==> config.mk <==
export PLATFORM = sky130hd
export DESIGN_NAME = audio_mix_sat_flat
export DESIGN_NICKNAME = d
export VERILOG_FILES = /design/src/rtl/audio_mix_sat_if.sv /design/src/rtl/audio_mix_sat.sv /design/src/flat_wrapper.sv
export SDC_FILE = /design/constraint.sdc
export NUM_CORES = 1
export LEC_CHECK = 0
export ABC_CLOCK_PERIOD_IN_PS = 10800
export BUFFER_PORTS_ARGS = -buffer_cell sky130_fd_sc_hd__buf_2
export CAP_MARGIN = 10
export CORE_UTILIZATION = 60
export DETAILED_ROUTE_END_ITERATION = 16
export GPL_TIMING_DRIVEN = 1
export PLACE_DENSITY = 0.79
export SYNTH_ARGS = -nofsm -noshare
export SYNTH_HDL_FRONTEND = slang
export SYNTH_SLANG_ARGS = --single-unit
==> constraint.sdc <==
create_clock -name clk -period 10.8 [get_ports clk]
set_input_delay 2.16 -clock clk [delete_from_list [all_inputs] [get_ports clk]]
set_output_delay 2.16 -clock clk [all_outputs]
set_load 0.05 [all_outputs]
==> src/rtl/audio_mix_sat_if.sv <==
// rtl/audio_mix_sat_if.sv - sample/control bundle between a mixer source and audio_mix_sat
// master drives samples, strobes, gains and div; slave returns the mixed sample.
interface audio_mix_sat_if #(
  parameter int DATA_WIDTH = 16,
  parameter int FM_WIDTH   = 14,
  parameter int PSG_WIDTH  = 11,
  parameter int GAIN_WIDTH = 8,
  parameter int COUNT_BITS = 10
);
  logic [COUNT_BITS-1:0]        div;
  logic signed [FM_WIDTH-1:0]   fm_in;
  logic                         fm_stb;
  logic [PSG_WIDTH-1:0]         psg_in;
  logic                         psg_stb;
  logic [GAIN_WIDTH-1:0]        fm_gain;
  logic [GAIN_WIDTH-1:0]        psg_gain;
  logic                         mute;
  logic signed [DATA_WIDTH-1:0] out;
  logic                         out_stb;
  logic                         clip;

  modport master (
    output div, fm_in, fm_stb, psg_in, psg_stb, fm_gain, psg_gain, mute,
    input  out, out_stb, clip
  );

  modport slave (
    input  div, fm_in, fm_stb, psg_in, psg_stb, fm_gain, psg_gain, mute,
    output out, out_stb, clip
  );
endinterface

==> src/rtl/audio_mix_sat.sv <==
// rtl/audio_mix_sat.sv - FM+PSG gain mixer with saturation, one shared multiplier, div-tick output
// Optional soft mute ramp (extra SCALE state, 4-cycle latency) when AUDIO_MIX_SOFT_MUTE_EN is defined.
module audio_mix_sat #(
  parameter int DATA_WIDTH = 16,
  parameter int FM_WIDTH   = 14,
  parameter int PSG_WIDTH  = 11,
  parameter int GAIN_WIDTH = 8,
  parameter int GAIN_SCALE = 6,
  parameter int COUNT_BITS = 10
) (
  input logic             clk,
  input logic             reset,
  audio_mix_sat_if.slave  bus
);
  localparam int ACC_W  = DATA_WIDTH + GAIN_WIDTH + 2;
  localparam int FM_SH  = DATA_WIDTH - FM_WIDTH;
  localparam int PSG_SH = DATA_WIDTH - PSG_WIDTH;
  localparam logic [PSG_WIDTH-1:0]  PSG_MID = {1'b1, {(PSG_WIDTH-1){1'b0}}};
  localparam logic [DATA_WIDTH-1:0] OUT_MAX = {1'b0, {(DATA_WIDTH-1){1'b1}}};
  localparam logic [DATA_WIDTH-1:0] OUT_MIN = {1'b1, {(DATA_WIDTH-1){1'b0}}};

  typedef enum logic [2:0] {S_IDLE, S_MUL_FM, S_MUL_PSG, S_SUM, S_SCALE} state_t;

  state_t                       r_state;
  logic [COUNT_BITS-1:0]        r_count;
  logic signed [FM_WIDTH-1:0]   r_fm_hold, r_fm_snap;
  logic [PSG_WIDTH-1:0]         r_psg_hold, r_psg_snap;
  logic [GAIN_WIDTH-1:0]        r_fm_gain, r_psg_gain;
  logic signed [ACC_W-1:0]      r_acc;
  logic signed [DATA_WIDTH-1:0] r_out;
  logic                         r_out_stb, r_clip;

  logic [COUNT_BITS-1:0]        w_div_eff;
  logic                         w_tick;
  logic signed [DATA_WIDTH-1:0] w_fa, w_pa, w_mul_a, w_sat;
  logic [GAIN_WIDTH-1:0]        w_mul_g;
  logic signed [ACC_W-1:0]      w_prod, w_r;
  logic                         w_ovf;

  assign w_div_eff = (bus.div < COUNT_BITS'(4)) ? COUNT_BITS'(4) : bus.div;
  assign w_tick    = (r_count == w_div_eff - COUNT_BITS'(1));

  // Flipping the PSG MSB recentres the unipolar sample around its midpoint.
  assign w_fa    = {r_fm_snap, {FM_SH{1'b0}}};
  assign w_pa    = {~r_psg_snap[PSG_WIDTH-1], r_psg_snap[PSG_WIDTH-2:0], {PSG_SH{1'b0}}};
  assign w_mul_a = (r_state == S_MUL_FM) ? w_fa : w_pa;
  assign w_mul_g = (r_state == S_MUL_FM) ? r_fm_gain : r_psg_gain;
  assign w_prod  = ACC_W'(w_mul_a) * ACC_W'($signed({1'b0, w_mul_g}));

  assign w_r   = r_acc >>> GAIN_SCALE;
  assign w_ovf = (w_r[ACC_W-1:DATA_WIDTH-1] != {(ACC_W-DATA_WIDTH+1){w_r[ACC_W-1]}});
  assign w_sat = w_ovf ? (w_r[ACC_W-1] ? OUT_MIN : OUT_MAX) : w_r[DATA_WIDTH-1:0];

`ifdef AUDIO_MIX_SOFT_MUTE_EN
  localparam int SC_W = DATA_WIDTH + 7;
  logic [5:0]                   r_att;
  logic signed [DATA_WIDTH-1:0] r_sat;
  logic                         r_sat_clip;
  logic [6:0]                   w_factor;
  logic signed [SC_W-1:0]       w_scaled;

  assign w_factor = 7'd32 - {1'b0, r_att};
  assign w_scaled = SC_W'(r_sat) * SC_W'($signed({1'b0, w_factor}));
`endif

  always_ff @(posedge clk or negedge reset) begin
    if (!reset) begin
      r_state    <= S_IDLE;
      r_count    <= '0;
      r_fm_hold  <= '0;
      r_fm_snap  <= '0;
      r_psg_hold <= PSG_MID;
      r_psg_snap <= PSG_MID;
      r_fm_gain  <= '0;
      r_psg_gain <= '0;
      r_acc      <= '0;
      r_out      <= '0;
      r_out_stb  <= 1'b0;
      r_clip     <= 1'b0;
`ifdef AUDIO_MIX_SOFT_MUTE_EN
      r_att      <= '0;
      r_sat      <= '0;
      r_sat_clip <= 1'b0;
`endif
    end else begin
      r_out_stb <= 1'b0;
      r_clip    <= 1'b0;
      r_count   <= w_tick ? '0 : r_count + COUNT_BITS'(1);
      if (bus.fm_stb)  r_fm_hold  <= bus.fm_in;
      if (bus.psg_stb) r_psg_hold <= bus.psg_in;
      // A strobe landing on the tick bypasses the hold register.
      if (w_tick) begin
        r_fm_snap  <= bus.fm_stb  ? bus.fm_in  : r_fm_hold;
        r_psg_snap <= bus.psg_stb ? bus.psg_in : r_psg_hold;
        r_fm_gain  <= bus.fm_gain;
        r_psg_gain <= bus.psg_gain;
`ifdef AUDIO_MIX_SOFT_MUTE_EN
        if (bus.mute && r_att != 6'd32)
          r_att <= r_att + 6'd1;
        else if (!bus.mute && r_att != 6'd0)
          r_att <= r_att - 6'd1;
`endif
      end
      case (r_state)
        S_IDLE:    if (w_tick) r_state <= S_MUL_FM;
        S_MUL_FM:  begin
          r_acc   <= w_prod;
          r_state <= S_MUL_PSG;
        end
        S_MUL_PSG: begin
          r_acc   <= r_acc + w_prod;
          r_state <= S_SUM;
        end
        S_SUM: begin
`ifdef AUDIO_MIX_SOFT_MUTE_EN
          r_sat      <= w_sat;
          r_sat_clip <= w_ovf;
          r_state    <= S_SCALE;
`else
          r_out     <= bus.mute ? '0 : w_sat;
          r_clip    <= bus.mute ? 1'b0 : w_ovf;
          r_out_stb <= 1'b1;
          r_state   <= S_IDLE;
`endif
        end
        S_SCALE: begin
`ifdef AUDIO_MIX_SOFT_MUTE_EN
          // With div_eff==4 the next tick coincides with this state.
          r_out     <= w_scaled[DATA_WIDTH+4:5];
          r_clip    <= r_sat_clip;
          r_out_stb <= 1'b1;
          r_state   <= w_tick ? S_MUL_FM : S_IDLE;
`else
          r_state   <= S_IDLE;
`endif
        end
        default:   r_state <= S_IDLE;
      endcase
    end
  end

  assign bus.out     = r_out;
  assign bus.out_stb = r_out_stb;
  assign bus.clip    = r_clip;
endmodule
==> src/flat_wrapper.sv <==
// flat-port wrapper written by rule: the top's interface ports become plain ports
module audio_mix_sat_flat 
#(
  parameter int DATA_WIDTH = 16,
  parameter int FM_WIDTH   = 14,
  parameter int PSG_WIDTH  = 11,
  parameter int GAIN_WIDTH = 8,
  parameter int GAIN_SCALE = 6,
  parameter int COUNT_BITS = 10
)
  (clk, reset, bus_div, bus_fm_in, bus_fm_stb, bus_psg_in, bus_psg_stb, bus_fm_gain, bus_psg_gain, bus_mute, bus_out, bus_out_stb, bus_clip);
  audio_mix_sat_if #(.DATA_WIDTH(DATA_WIDTH), .FM_WIDTH(FM_WIDTH), .PSG_WIDTH(PSG_WIDTH), .GAIN_WIDTH(GAIN_WIDTH), .COUNT_BITS(COUNT_BITS)) bus_i ();
  input logic clk;
  input logic reset;
  input wire logic [$bits(bus_i.div)-1:0] bus_div;
  input wire logic [$bits(bus_i.fm_in)-1:0] bus_fm_in;
  input wire logic [$bits(bus_i.fm_stb)-1:0] bus_fm_stb;
  input wire logic [$bits(bus_i.psg_in)-1:0] bus_psg_in;
  input wire logic [$bits(bus_i.psg_stb)-1:0] bus_psg_stb;
  input wire logic [$bits(bus_i.fm_gain)-1:0] bus_fm_gain;
  input wire logic [$bits(bus_i.psg_gain)-1:0] bus_psg_gain;
  input wire logic [$bits(bus_i.mute)-1:0] bus_mute;
  output wire logic [$bits(bus_i.out)-1:0] bus_out;
  output wire logic [$bits(bus_i.out_stb)-1:0] bus_out_stb;
  output wire logic [$bits(bus_i.clip)-1:0] bus_clip;
  assign bus_i.div = bus_div;
  assign bus_i.fm_in = bus_fm_in;
  assign bus_i.fm_stb = bus_fm_stb;
  assign bus_i.psg_in = bus_psg_in;
  assign bus_i.psg_stb = bus_psg_stb;
  assign bus_i.fm_gain = bus_fm_gain;
  assign bus_i.psg_gain = bus_psg_gain;
  assign bus_i.mute = bus_mute;
  assign bus_out = bus_i.out;
  assign bus_out_stb = bus_i.out_stb;
  assign bus_clip = bus_i.clip;
  audio_mix_sat #(.DATA_WIDTH(DATA_WIDTH), .FM_WIDTH(FM_WIDTH), .PSG_WIDTH(PSG_WIDTH), .GAIN_WIDTH(GAIN_WIDTH), .GAIN_SCALE(GAIN_SCALE), .COUNT_BITS(COUNT_BITS)) u_core (.clk(clk), .reset(reset), .bus(bus_i));
endmodule
; After elaboration in Yosys (flattened, before gate mapping)
; Index checks and enable logic that the tools add are counted.
[classes]
n_addsub = 3
multipliers = 1
magnitude_cmp = 1
eq_ne = 6
n_mux = 15
bitwise_logic = 1
reduce_logical = 2
[ops]
columns = operator, n
row1 = 16-bit 2-to-1 mux, 4
row2 = 26-bit one-hot mux with 2 select lines, 1
row3 = 26-bit adder, 1
row4 = 16-bit by 9-bit multiplier with 25-bit output, 1
row5 = 10-bit 2-to-1 mux, 2
row6 = 14-bit 2-to-1 mux, 1
row7 = 11-bit 2-to-1 mux, 1
row8 = 10-bit by 1-bit adder with 10-bit output (second input constant), 1
row9 = 10-bit equality test, 1
row10 = 10-bit by 3-bit < comparator with 1-bit output (second input constant), 1
row11 = 10-bit by 1-bit subtractor with 10-bit output (second input constant), 1
row12 = 3-bit one-hot mux with 3 select lines, 1
row13 = 8-bit 2-to-1 mux, 1
row14 = 3-bit by 2-bit equality test with 1-bit output (second input constant), 2
row15 = 4-bit != test, 1
row16 = 3-bit by 1-bit equality test with 1-bit output (second input constant), 1
row17 = 3-bit zero test, 1
row18 = 1-bit 2-to-1 mux, 3
row19 = 3-bit 2-to-1 mux, 1
row20 = 2-bit by 1-bit != test with 1-bit output (second input constant), 1
row21 = 2-bit nonzero test, 1
row22 = 1-bit NOT, 1
[totals]
regBits = 123
output_inout_bits = 18
wordCells = 41

; Depth between registers and ports, before layout
; Gate-level depths: netlist of the first run.
[logic_depth]
word_depth = 6
depth_mapped = 31

; Least setup slack after synthesis of the first run
; OpenSTA, ideal clock, no wires.
[synth_timing]
path_type = register to register
startpoint = reg u_core.r_state[1]
endpoint = reg u_core.r_acc[25]
arrival_time_ns = 7.507
path_slack_ns = 3.155
path_stages_with_launch = 30
path_buffers = 3
period_less_slack_ns = 7.645
path_cell_list = dfrtp_1 -> inv_1 -> ha_1 -> clkbuf_1 -> clkbuf_1 -> buf_1 -> mux2i_1 -> nor2_1 -> fa_1 -> fa_1 -> fa_1 -> inv_1 -> fa_1 -> inv_1 -> ha_1 -> a21o_1 -> a21oi_1 -> nor2b_1 -> a31oi_1 -> nand3b_1 -> o31ai_1 -> xnor2_1 -> ha_1 -> a21o_1 -> a21oi_1 -> nor2_1 -> a21oi_1 -> nand3b_1 -> and3_1 -> or4_1
[synth_between]
elab_chain_cells = 5
elab_cells_between_ends = 8
classes_between = add/sub: 1 / mul: 1 / eq/ne: 2 / mux: 3 / reduce/logical: 1
[synth_rtl]
columns = item, line
row1 = "start, declared", audio_mix_sat.sv:24  ; state_t r_state;
row2 = "start signal, assigned", audio_mix_sat.sv:68  ; r_state <= S_IDLE;
row3 = "start signal, assigned", audio_mix_sat.sv:105  ; S_IDLE: if (w_tick) r_state <= S_MUL_FM;
row4 = "start signal, assigned", audio_mix_sat.sv:108  ; r_state <= S_MUL_PSG;
row5 = 3-bit by 1-bit equality test with 1-bit output, "audio_mix_sat.sv:46, audio_mix_sat.sv:47, audio_mix_sat.sv:104"
row6 = 8-bit 2-to-1 mux or 16-bit 2-to-1 mux (tied branches), "audio_mix_sat.sv:47, audio_mix_sat.sv:46"
row7 = 16-bit by 9-bit multiplier with 25-bit output, audio_mix_sat.sv:48  ; assign w_prod = ACC_W'(w_mul_a) * ACC_W'($signed({1'b0, w_mul_g}));
row8 = 26-bit adder, audio_mix_sat.sv:111  ; r_acc <= r_acc + w_prod;
row9 = 26-bit one-hot mux with 2 select lines, audio_mix_sat.sv:104  ; case (r_state)
row10 = "end signal, assigned", audio_mix_sat.sv:107  ; r_acc <= w_prod;
row11 = "end signal, assigned", audio_mix_sat.sv:111
row12 = "end, declared", audio_mix_sat.sv:29  ; logic signed [ACC_W-1:0] r_acc;
; Several ways; a longest one is shown, not always the timed one.
; A chain may end at the register's enable or synchronous reset.

; Final worst setup path of the first run
; Ends and elaborated chain as after synthesis.

==> results.py, run 1 <==
metrics = {
    "power": {
        "worst_ir_drop_vdd_mv": 0.224,
        "p_per_area_nw_per_um2": 209,
        "cellLeakagePower_uw": 0.00606,
    },
    "worst_setup_path": {
        "critical_path_arrival_ns": 8.11,
        "startpoint_class": "flop",
        "end_kind": "flop",
        "crit_path_top_delay_cell": "sky130_fd_sc_hd__mux2i_1",
        "required_ns": 11.09,
        "worst_stage_delay_on_the_critical_path_ns": 0.85,
        "crit_type": "reg2reg",
        "critical_path.max_fanout": 55,
    },
    "cts": {
        "clock-root-buffer": "sky130_fd_sc_hd__clkbuf_16",
        "cts-hold-fix-buffers": 0,
        "h-tree-depth": 4,
        "clk_transition_reported_paths_ns": 0.06,
        "post_cts_resized": 0,
        "cts_tree": "done",
        "clk_latency_ns": 0.42,
        "cts_buffers": 17,
        "clock_sink_count": 120,
        "cts_post_setup_buffers_inserted": 0,
        "cts.path.max_buffers": 2,
    },
    "yosys": {
        "number_of_library_cell_types_mapped_by_synthesis": 76,
        "seq_area_frac_synth": 0.277,
        "synth-main-ff-cell": "sky130_fd_sc_hd__dfrtp_1",
        "top_area_cells_in_the_synthesized_netlist": "sky130_fd_sc_hd__dfrtp_1, sky130_fd_sc_hd__fa_1, sky130_fd_sc_hd__ha_1",
        "async_flop_share": 1.00,
        "synth_largest_area_cell": "sky130_fd_sc_hd__dfrtp_1",
        "syn-mean-instance-area_um2": 9.91,
        "synth_top_area_share": 0.272,
        "synthCells": 1095,
        "ys.warnings.count": 0,
        "synth_seq_cells": 120,
        "synth_area_um2": 10900,
        "synth_enable_flop_cells": 0,
        "synth_nets": 1319,
    },
    "sta": {
        "min_period_over_period": 0.725,
        "measured_slew_at_the_worst_slew_check_pin_ns": 1.07,
        "worst_slack_ns": 2.97,
        "worst_slew_margin_rel": 0.288,
        "final.min_clock_period_ns": 7.83,
        "fmax_mhz": 128,
        "worst_clock_skew_ns": 0.00888,
        "final-hold-violation-count": 0,
        "finalSetupViolations": 0,
        "total_neg_setup_slack_ns": 0,
        "rsz0062_at_grt": "false",
        "finalMaxSlewViolations": 0,
    },
    "grt": {
        "grt_pass1_wl_um": 37300,
        "largest_net_degree_at_the_start_of_global_routing": 78,
        "first_global_vias": 7801,
        "antenna_found_initial": 0,
        "grt.total_usage": 0.256,
        "global_route.overflow_total": 0,
    },
    "route": {
        "drt_drc_violations_left": 0,
        "finalWirelength_um": 21500,
        "detail_route.iter0.violations": 426,
        "first_pass_iters": 7,
        "vias_per_cell": 5.48,
        "vias": 7669,
        "final_antenna_net_count": 0,
        "detail_route.wl_per_cell_um": 15.4,
    },
    "floorplan": {
        "die_h_um": 136,
        "top_level_ports": 74,
        "dieArea_um2": 18600,
        "cell_row_count": 48,
        "core_um2": 17500,
        "start_util": 0.621,
        "die_w_um": 136,
    },
    "place": {
        "sum_of_net_half_perimeters_after_detailed_placement_um": 16400,
        "placement.io_buffers": 73,
        "gp_congestion": 0.907,
        "post-place-cells": 1367,
        "place_ws_ns": 3.01,
    },
    "final_layout": {
        "num-nets-final": 1385,
        "final-instance-count-excl-fill": 1399,
        "most-common-layout-cells": "sky130_fd_sc_hd__inv_1, sky130_fd_sc_hd__dfrtp_1, sky130_fd_sc_hd__nor2_1, sky130_fd_sc_hd__fa_1, sky130_fd_sc_hd__nand2_1",
        "layout.cells.most_common": "sky130_fd_sc_hd__inv_1",
        "final_layout_size_suffix_gt1_frac": 0.186,
        "antenna_cells": 0,
        "num-fill-cells": 1286,
        "synthToLayoutAreaGrowth_pct": 10.7,
    },
    "min_path": {
        "hold_path_class": "reg2reg",
    },
    "run_status": {
        "run_status": "finished, final reports clean",
    },
    "run": {
        "max_cap_violations": 0,
    },
}
where the power goes:
group	switching (uW)	internal, uW
registers	138	598
logic	695	462
clock network	221	393
synthesized netlist by cell type (3+ instances only):
cell type	n
sky130_fd_sc_hd__inv_1	165
sky130_fd_sc_hd__dfrtp_1	118
sky130_fd_sc_hd__fa_1	91
sky130_fd_sc_hd__nor2_1	91
sky130_fd_sc_hd__nand2_1	79
sky130_fd_sc_hd__ha_1	77
sky130_fd_sc_hd__a21oi_1	55
sky130_fd_sc_hd__mux2_2	47
sky130_fd_sc_hd__o21ai_0	46
sky130_fd_sc_hd__mux2_4	35
sky130_fd_sc_hd__xnor2_1	33
sky130_fd_sc_hd__and3_1	27
sky130_fd_sc_hd__mux2i_1	27
sky130_fd_sc_hd__clkbuf_1	23
sky130_fd_sc_hd__xor2_1	23
sky130_fd_sc_hd__nand3_1	16
sky130_fd_sc_hd__nor2b_1	13
sky130_fd_sc_hd__a21o_1	11
sky130_fd_sc_hd__a31oi_1	10
sky130_fd_sc_hd__nor3_1	8
sky130_fd_sc_hd__o21bai_1	7
sky130_fd_sc_hd__nand2b_1	5
sky130_fd_sc_hd__and2_1	4
sky130_fd_sc_hd__buf_1	4
sky130_fd_sc_hd__nor4_1	4
sky130_fd_sc_hd__o21a_1	4
sky130_fd_sc_hd__buf_12	3
sky130_fd_sc_hd__nand3b_1	3
sky130_fd_sc_hd__or3_1	3
path summary, 6_finish.rpt:
kind | startpoint | endpoint | slack (ns) | cells after the start
min in group asynchronous | reset | u_core.r_count[9]$_DFF_PN0_ | 1.73 | 1
max in group asynchronous | reset | u_core.r_psg_hold[3]$_DFF_PN0_ | 7.74 | 2
setup / recovery | u_core.r_state[1]$_DFFE_PN0P_ | u_core.r_acc[25]$_DFFE_PN0P_ | 2.97 | 25
hold / removal | u_core.r_fm_hold[13]$_DFF_PN0_ | u_core.r_fm_hold[13]$_DFF_PN0_ | 0.49 | 1
setup reg to reg | u_core.r_state[1]$_DFFE_PN0P_ | u_core.r_acc[25]$_DFFE_PN0P_ | 2.97 | 25
hold reg to reg | u_core.r_fm_hold[13]$_DFF_PN0_ | u_core.r_fm_hold[13]$_DFF_PN0_ | 0.49 | 1
metrics by stage:
step | total power [uW] | util | hold WS, ns | instance area (um2)
3_3_place_gp | 1840 | 0.651 | 0.480 | 11400
4_1_cts | 2510 | 0.687 | 0.496 | 12000
3_5_place_dp | 1880 | 0.651 | 0.482 | 11400
6_report | 2510 | 0.687 | 0.490 | 12000
2_1_floorplan | 1620 | - | 0.468 | 10900
5_1_grt | 2690 | 0.687 | 0.509 | 12000
worst max-delay path: cells and delay by family (launching register included):
family                   cells  cell delay (ns)
buffers and inverters        4             0.68
AND/OR/NAND/NOR              7             1.90
adder cells (fa/ha/maj)      7             2.68
AO/OA/AOI/OAI                6             1.17
flip-flops                   1             0.39
multiplexers                 1             0.85
routing by layer:
layer,global-route usage,share of wire
met4,0.0901,0.022
met2,0.417,0.47
met1,0.350,0.47
met3,0.0362,0.038
met5,0,0
cells by family after synthesis:
group / share of synthesized area
buffers and inverters: 0.0743
AND/OR/NAND/NOR: 0.121
AO/OA/AOI/OAI: 0.101
flip-flops: 0.277
XOR/XNOR: 0.0482
adder cells (fa/ha/maj): 0.257
multiplexers: 0.122
layout make-up:
type / count / area (um2) / area share
tap: 225 / 282 / 0.0234
multi-input combinational: 776 / 7040 / 0.586
inverter: 166 / 623 / 0.0519
clock buffer: 18 / 429 / 0.0357
sequential: 120 / 3010 / 0.250
clock inverter: 14 / 209 / 0.0174
timing repair buffer: 80 / 420 / 0.0350
sequential cells by signal, summed over array words and instances, names as in the netlist:
signal              flops
u_core.r_fm_snap       14
u_core.r_count         10
u_core.bus.out         16
u_core.r_psg_snap      11
u_core.bus.clip         1
u_core.bus.out_stb      1
u_core.r_psg_hold      11
u_core.r_fm_hold       14
u_core.r_psg_gain       8
u_core.r_fm_gain        8
u_core.r_state          2
u_core.r_acc           24
Note: power is estimated with default switching activity, not from simulation.
==> run 2: changes to the inputs <==
Settings changed: ABC_CLOCK_PERIOD_IN_PS 10800 to 8060.
Clock period 10.8 ns to 8.06 ns, I/O delays scaled along.
==> results.py, run 2 (synthesis gave the netlist of run 1 again) <==
metrics = {
    "run_status": {
        "run_status": "finished, final reports clean",
    },
    "worst_setup_path": {
        "required_ns": 8.35,
        "end_kind": "flop",
        "rr_startpoint": "u_core.r_state[1]$_DFFE_PN0P_",
        "setup.worst_path.start": "u_core.r_state[1]$_DFFE_PN0P_",
        "startpoint_class": "flop",
        "critical_path_arrival_ns": 7.85,
        "timing.critical_path.max_delay_family": "adder cells",
        "critical_path.max_fanout": 22,
        "crit_type": "reg2reg",
        "crit_buf_inv": 4,
        "ff2ff_setup_slack_ns": 0.50,
        "worst_stage_delay_on_the_critical_path_ns": 0.54,
        "worst_path_most_repeated_cell": "sky130_fd_sc_hd__fa_1",
        "crit_path_top_delay_cell": "sky130_fd_sc_hd__fa_1",
    },
    "route": {
        "first_pass_iters": 5,
        "finalWirelength_um": 22300,
        "drt_drc_violations_left": 0,
        "final_antenna_net_count": 0,
        "detail_route.wl_per_cell_um": 15.8,
        "vias_per_cell": 5.56,
        "detail_route.iter0.violations": 455,
        "vias": 7813,
    },
    "cts": {
        "clk_latency_ns": 0.42,
        "h-tree-depth": 4,
        "cts_tree": "done",
        "post_cts_resized": 0,
        "cts.path.max_buffers": 2,
        "clock_sink_count": 120,
        "clk_transition_reported_paths_ns": 0.06,
        "cts_post_setup_buffers_inserted": 0,
        "cts_buffers": 17,
        "clock-root-buffer": "sky130_fd_sc_hd__clkbuf_16",
        "cts-hold-fix-buffers": 0,
    },
    "grt": {
        "grt.total_usage": 0.263,
        "largest_net_degree_at_the_start_of_global_routing": 76,
        "grt_pass1_wl_um": 37900,
        "antenna_found_initial": 0,
        "global_route.overflow_total": 0,
        "first_global_vias": 7900,
    },
    "final_layout": {
        "final_layout_size_suffix_gt1_frac": 0.191,
        "num-nets-final": 1392,
        "regMostFlops": "u_core.r_acc",
        "final-instance-count-excl-fill": 1406,
        "layout.cells.most_common": "sky130_fd_sc_hd__inv_1",
        "multiInputGateArea_um2": 7060,
        "sequential_standard_cell_area_um2": 3010,
        "antenna_cells": 0,
        "synthToLayoutAreaGrowth_pct": 11.3,
        "largest_register_ffs": 24,
        "most-common-layout-cells": "sky130_fd_sc_hd__inv_1, sky130_fd_sc_hd__dfrtp_1, sky130_fd_sc_hd__nor2_1, sky130_fd_sc_hd__fa_1, sky130_fd_sc_hd__nand2_1",
        "finish.instance_area_um2": 12100,
        "num-fill-cells": 1274,
    },
    "floorplan": {
        "dieArea_um2": 18600,
        "core_um2": 17500,
        "top_level_ports": 74,
        "cell_row_count": 48,
        "die_h_um": 136,
        "start_util": 0.621,
        "die_w_um": 136,
    },
    "place": {
        "post-place-cells": 1374,
        "sum_of_net_half_perimeters_after_detailed_placement_um": 16900,
        "gp_congestion": 0.864,
        "placement.io_buffers": 73,
        "post_dp_cell_area_um2": 11400,
    },
    "sta": {
        "rsz0062_at_grt": "false",
        "total_neg_setup_slack_ns": 0,
        "worst_slew_margin_rel": 0.379,
        "measured_slew_at_the_worst_slew_check_pin_ns": 0.909,
        "finalSetupViolations": 0,
        "whs_ns": 0.501,
        "final-hold-violation-count": 0,
        "min_period_over_period": 0.938,
        "finalMaxSlewViolations": 0,
        "worst_clock_skew_ns": 0.0142,
        "final.min_clock_period_ns": 7.56,
        "fmax_mhz": 132,
    },
    "min_path": {
        "hold_path_startpoint": "u_core.r_psg_hold[9]$_DFF_PN0_",
        "hold_path_class": "reg2reg",
    },
    "power": {
        "cellLeakagePower_uw": 0.00609,
        "worst_ir_drop_vdd_mv": 0.364,
        "p_per_area_nw_per_um2": 281,
    },
    "run": {
        "max_cap_violations": 0,
    },
}
-- run 2: cell types whose count changed in the layout (fill, tap and decap cells not counted), sizes merged --
cell,previous run,this run
buf,80,87
clkinv,3,2
inv,172,173
-- run 2: layout make-up --
cell class | instances | area share
multi-input combinational | 776 | 0.584
sequential | 120 | 0.249
inverter | 166 | 0.0516
timing repair buffer | 87 | 0.0392
clock buffer | 18 | 0.0355
tap | 225 | 0.0233
clock inverter | 14 | 0.0173
-- run 2: path summary, 6_finish.rpt --
kind,end,cells after the start
worst max-delay path,u_core.r_acc[25]$_DFFE_PN0P_,27
worst min-delay path,u_core.r_psg_hold[9]$_DFF_PN0_,1
worst max register to register,u_core.r_acc[25]$_DFFE_PN0P_,27
worst min register to register,u_core.r_psg_hold[9]$_DFF_PN0_,1
max in group asynchronous,u_core.r_psg_snap[7]$_DFFE_PN0N_,2
min in group asynchronous,u_core.r_acc[4]$_DFFE_PN0P_,1
-- run 2: stage by stage --
step / total power (uW) / setup slack, ns / util
after floorplan: 2180 / 0.415 / -
after global placement: 2480 / 0.608 / 0.654
after detailed placement: 2540 / 0.394 / 0.654
after CTS: 3390 / 0.349 / 0.690
after global routing: 3630 / 0.0539 / 0.691
final: 3390 / 0.496 / 0.691
-- run 2: layer usage --
metal / vias to the layer above / GRT usage / routed length, um
met2: 208 / 0.443 / 10800
met4: 0 / 0.0846 / 431
met5: - / 0 / 0
met3: 26 / 0.0418 / 936
met1: 3802 / 0.346 / 10100
li1: 3777 / - / -
-- run 2: where the power goes --
part | total, uW | switching (uW) | internal [uW]
logic | 1580 | 939 | 637
clock network | 828 | 301 | 527
registers | 991 | 191 | 801
==> run 3: changes to the inputs <==
Settings changed: CORE_ASPECT_RATIO from default to 0.9.
==> results.py, run 3 (synthesis gave the netlist of run 1 again) <==
metrics = {
    "worst_setup_path": {
        "critical_path_arrival_ns": 7.88,
        "timing.critical_path.max_delay_family": "adder cells",
        "ff2ff_setup_slack_ns": 0.48,
        "end_kind": "flop",
        "crit_buf_inv": 4,
        "worst_path_most_repeated_cell": "sky130_fd_sc_hd__fa_1",
        "rr_startpoint": "u_core.r_state[1]$_DFFE_PN0P_",
        "cp.depth": 27,
        "crit_type": "reg2reg",
        "required_ns": 8.35,
        "startpoint_class": "flop",
        "critPathCapture": "u_core.r_acc[25]$_DFFE_PN0P_",
        "worstReg2RegEnd": "u_core.r_acc[25]$_DFFE_PN0P_",
        "crit_path_top_delay_cell": "sky130_fd_sc_hd__fa_1",
        "critical_path.max_fanout": 25,
        "setup.worst_path.start": "u_core.r_state[1]$_DFFE_PN0P_",
        "worst_stage_delay_on_the_critical_path_ns": 0.54,
        "worst_r2r_path_depth": 27,
    },
    "power": {
        "worst_ir_drop_vdd_mv": 0.164,
        "p_per_area_nw_per_um2": 276,
        "cellLeakagePower_uw": 0.00605,
    },
    "grt": {
        "global_route.overflow_total": 0,
        "antenna_found_initial": 0,
        "largest_net_degree_at_the_start_of_global_routing": 79,
        "first_global_vias": 8035,
        "grt_pass1_wl_um": 38600,
        "grt.total_usage": 0.267,
    },
    "route": {
        "detail_route.iter0.violations": 485,
        "detail_route.wl_per_cell_um": 15.7,
        "drt_drc_violations_left": 0,
        "final_antenna_net_count": 0,
        "first_pass_iters": 5,
        "vias": 7862,
        "finalWirelength_um": 22300,
        "vias_per_cell": 5.54,
    },
    "place": {
        "gp_congestion": 0.896,
        "post-place-cells": 1387,
        "sum_of_net_half_perimeters_after_detailed_placement_um": 17200,
        "post_dp_cell_area_um2": 11400,
        "placement.io_buffers": 73,
    },
    "cts": {
        "cts-hold-fix-buffers": 0,
        "clk_latency_ns": 0.42,
        "cts.path.max_buffers": 2,
        "cts_buffers": 17,
        "clock-root-buffer": "sky130_fd_sc_hd__clkbuf_16",
        "clock_sink_count": 120,
        "clk_transition_reported_paths_ns": 0.06,
        "h-tree-depth": 4,
        "cts_tree": "done",
    },
    "final_layout": {
        "num-nets-final": 1390,
        "antenna_cells": 0,
        "final-instance-count-excl-fill": 1419,
        "synthToLayoutAreaGrowth_pct": 10.8,
        "multiInputGateArea_um2": 7060,
        "finish.instance_area_um2": 12000,
        "sequential_standard_cell_area_um2": 3010,
        "most-common-layout-cells": "sky130_fd_sc_hd__inv_1, sky130_fd_sc_hd__dfrtp_1, sky130_fd_sc_hd__nor2_1, sky130_fd_sc_hd__fa_1, sky130_fd_sc_hd__nand2_1",
        "layout.cells.most_common": "sky130_fd_sc_hd__inv_1",
        "final_layout_size_suffix_gt1_frac": 0.192,
        "regMostFlops": "u_core.r_acc",
        "largest_register_ffs": 24,
        "num-fill-cells": 1355,
    },
    "floorplan": {
        "start_util": 0.614,
        "core_um2": 17700,
        "dieArea_um2": 18600,
        "cell_row_count": 46,
        "top_level_ports": 74,
        "die_w_um": 144,
        "die_h_um": 130,
    },
    "sta": {
        "final-hold-violation-count": 0,
        "finalMaxSlewViolations": 0,
        "worst_slew_margin_rel": 0.288,
        "min_period_over_period": 0.941,
        "worst_clock_skew_ns": 0.00843,
        "rsz0062_at_grt": "false",
        "final.min_clock_period_ns": 7.58,
        "finalSetupViolations": 0,
        "measured_slew_at_the_worst_slew_check_pin_ns": 1.07,
        "fmax_mhz": 132,
        "total_neg_setup_slack_ns": 0,
    },
    "run_status": {
        "run_status": "finished, final reports clean",
    },
    "min_path": {
        "hold_path_class": "reg2reg",
    },
    "run": {
        "max_cap_violations": 0,
    },
}
## run 3: changes by cell type in the layout (fill, tap and decap cells not counted), moves of 2 or more
cell / delta
sky130_fd_sc_hd__inv_8: +5
sky130_fd_sc_hd__inv_6: -3
sky130_fd_sc_hd__bufinv_16: -4
sky130_fd_sc_hd__buf_4: -2
## run 3: final cells by class
cell class | count | share of cell area
Multi-Input combinational cell | 776 | 0.587
Sequential cell | 120 | 0.250
Inverter | 166 | 0.0518
Timing Repair Buffer | 85 | 0.0381
Clock buffer | 17 | 0.0354
Tap cell | 240 | 0.0250
Clock inverter | 15 | 0.0126
## run 3: how the worst min path moves through the flow
stage                                   start                              to  cells past startpoint
4_1_cts         u_core.r_fm_hold[2]$_DFF_PN0_   u_core.r_fm_hold[2]$_DFF_PN0_                      1
3_5_place_dp    u_core.r_fm_hold[2]$_DFF_PN0_   u_core.r_fm_hold[2]$_DFF_PN0_                      1
2_1_floorplan  u_core.r_fm_hold[13]$_DFF_PN0_  u_core.r_fm_hold[13]$_DFF_PN0_                      1
5_1_grt         u_core.r_fm_hold[9]$_DFF_PN0_   u_core.r_fm_hold[9]$_DFF_PN0_                      1
3_3_place_gp    u_core.r_fm_hold[2]$_DFF_PN0_   u_core.r_fm_hold[2]$_DFF_PN0_                      1
6_report       u_core.r_psg_hold[3]$_DFF_PN0_  u_core.r_psg_hold[3]$_DFF_PN0_                      1
## run 3: routing by layer
| layer | GRT usage | vias to the layer above | wire [um] |
|---|---|---|---|
| met4 | 0.0914 | 0 | 516 |
| met5 | 0 | - | 0 |
| met3 | 0.0403 | 41 | 1080 |
| li1 | - | 3773 | - |
| met2 | 0.430 | 237 | 10300 |
| met1 | 0.371 | 3811 | 10500 |
## run 3: stage by stage
| stage | util | hold WS (ns) | total power, uW | worst slack [ns] |
|---|---|---|---|---|
| floorplan | - | 0.468 | 2180 | 0.415 |
| global placement | 0.647 | 0.482 | 2480 | 0.543 |
| detailed placement | 0.647 | 0.489 | 2550 | 0.275 |
| CTS | 0.679 | 0.503 | 3320 | 0.223 |
| global route | 0.680 | 0.511 | 3570 | 0.0216 |
| finish | 0.680 | 0.503 | 3320 | 0.476 |
## run 3: report_power, final
part	internal, uW	total (uW)	switching (uW)
clock network	412	735	323
logic	640	1590	951
registers	801	994	193
## run 3: repair_timing
item,CTS,global route
buffers inserted,0,0
endpoints found under the setup margin,0,2
gates resized for setup,0,3
## run 3: worst reg2reg max path, stage by stage (launching register included)
cell                       delay [ns]
sky130_fd_sc_hd__dfrtp_1         0.40
sky130_fd_sc_hd__inv_1           0.14
sky130_fd_sc_hd__ha_4            0.35
sky130_fd_sc_hd__buf_4           0.29
sky130_fd_sc_hd__mux2i_1         0.41
sky130_fd_sc_hd__nor2_1          0.12
sky130_fd_sc_hd__fa_1            0.52
sky130_fd_sc_hd__fa_1            0.44
sky130_fd_sc_hd__fa_1            0.54
sky130_fd_sc_hd__inv_1           0.05
sky130_fd_sc_hd__fa_1            0.53
sky130_fd_sc_hd__inv_1           0.04
sky130_fd_sc_hd__ha_1            0.36
sky130_fd_sc_hd__a21o_1          0.18
sky130_fd_sc_hd__a21oi_1         0.20
sky130_fd_sc_hd__nor2b_1         0.09
sky130_fd_sc_hd__a31oi_1         0.20
sky130_fd_sc_hd__nand3b_1        0.15
sky130_fd_sc_hd__o31ai_1         0.42
sky130_fd_sc_hd__xnor2_1         0.20
sky130_fd_sc_hd__ha_1            0.31
sky130_fd_sc_hd__a21o_1          0.21
sky130_fd_sc_hd__a21oi_1         0.27
sky130_fd_sc_hd__nor2_1          0.09
sky130_fd_sc_hd__a21oi_1         0.12
sky130_fd_sc_hd__nand3b_1        0.12
sky130_fd_sc_hd__and3_1          0.19
sky130_fd_sc_hd__or4_1           0.51
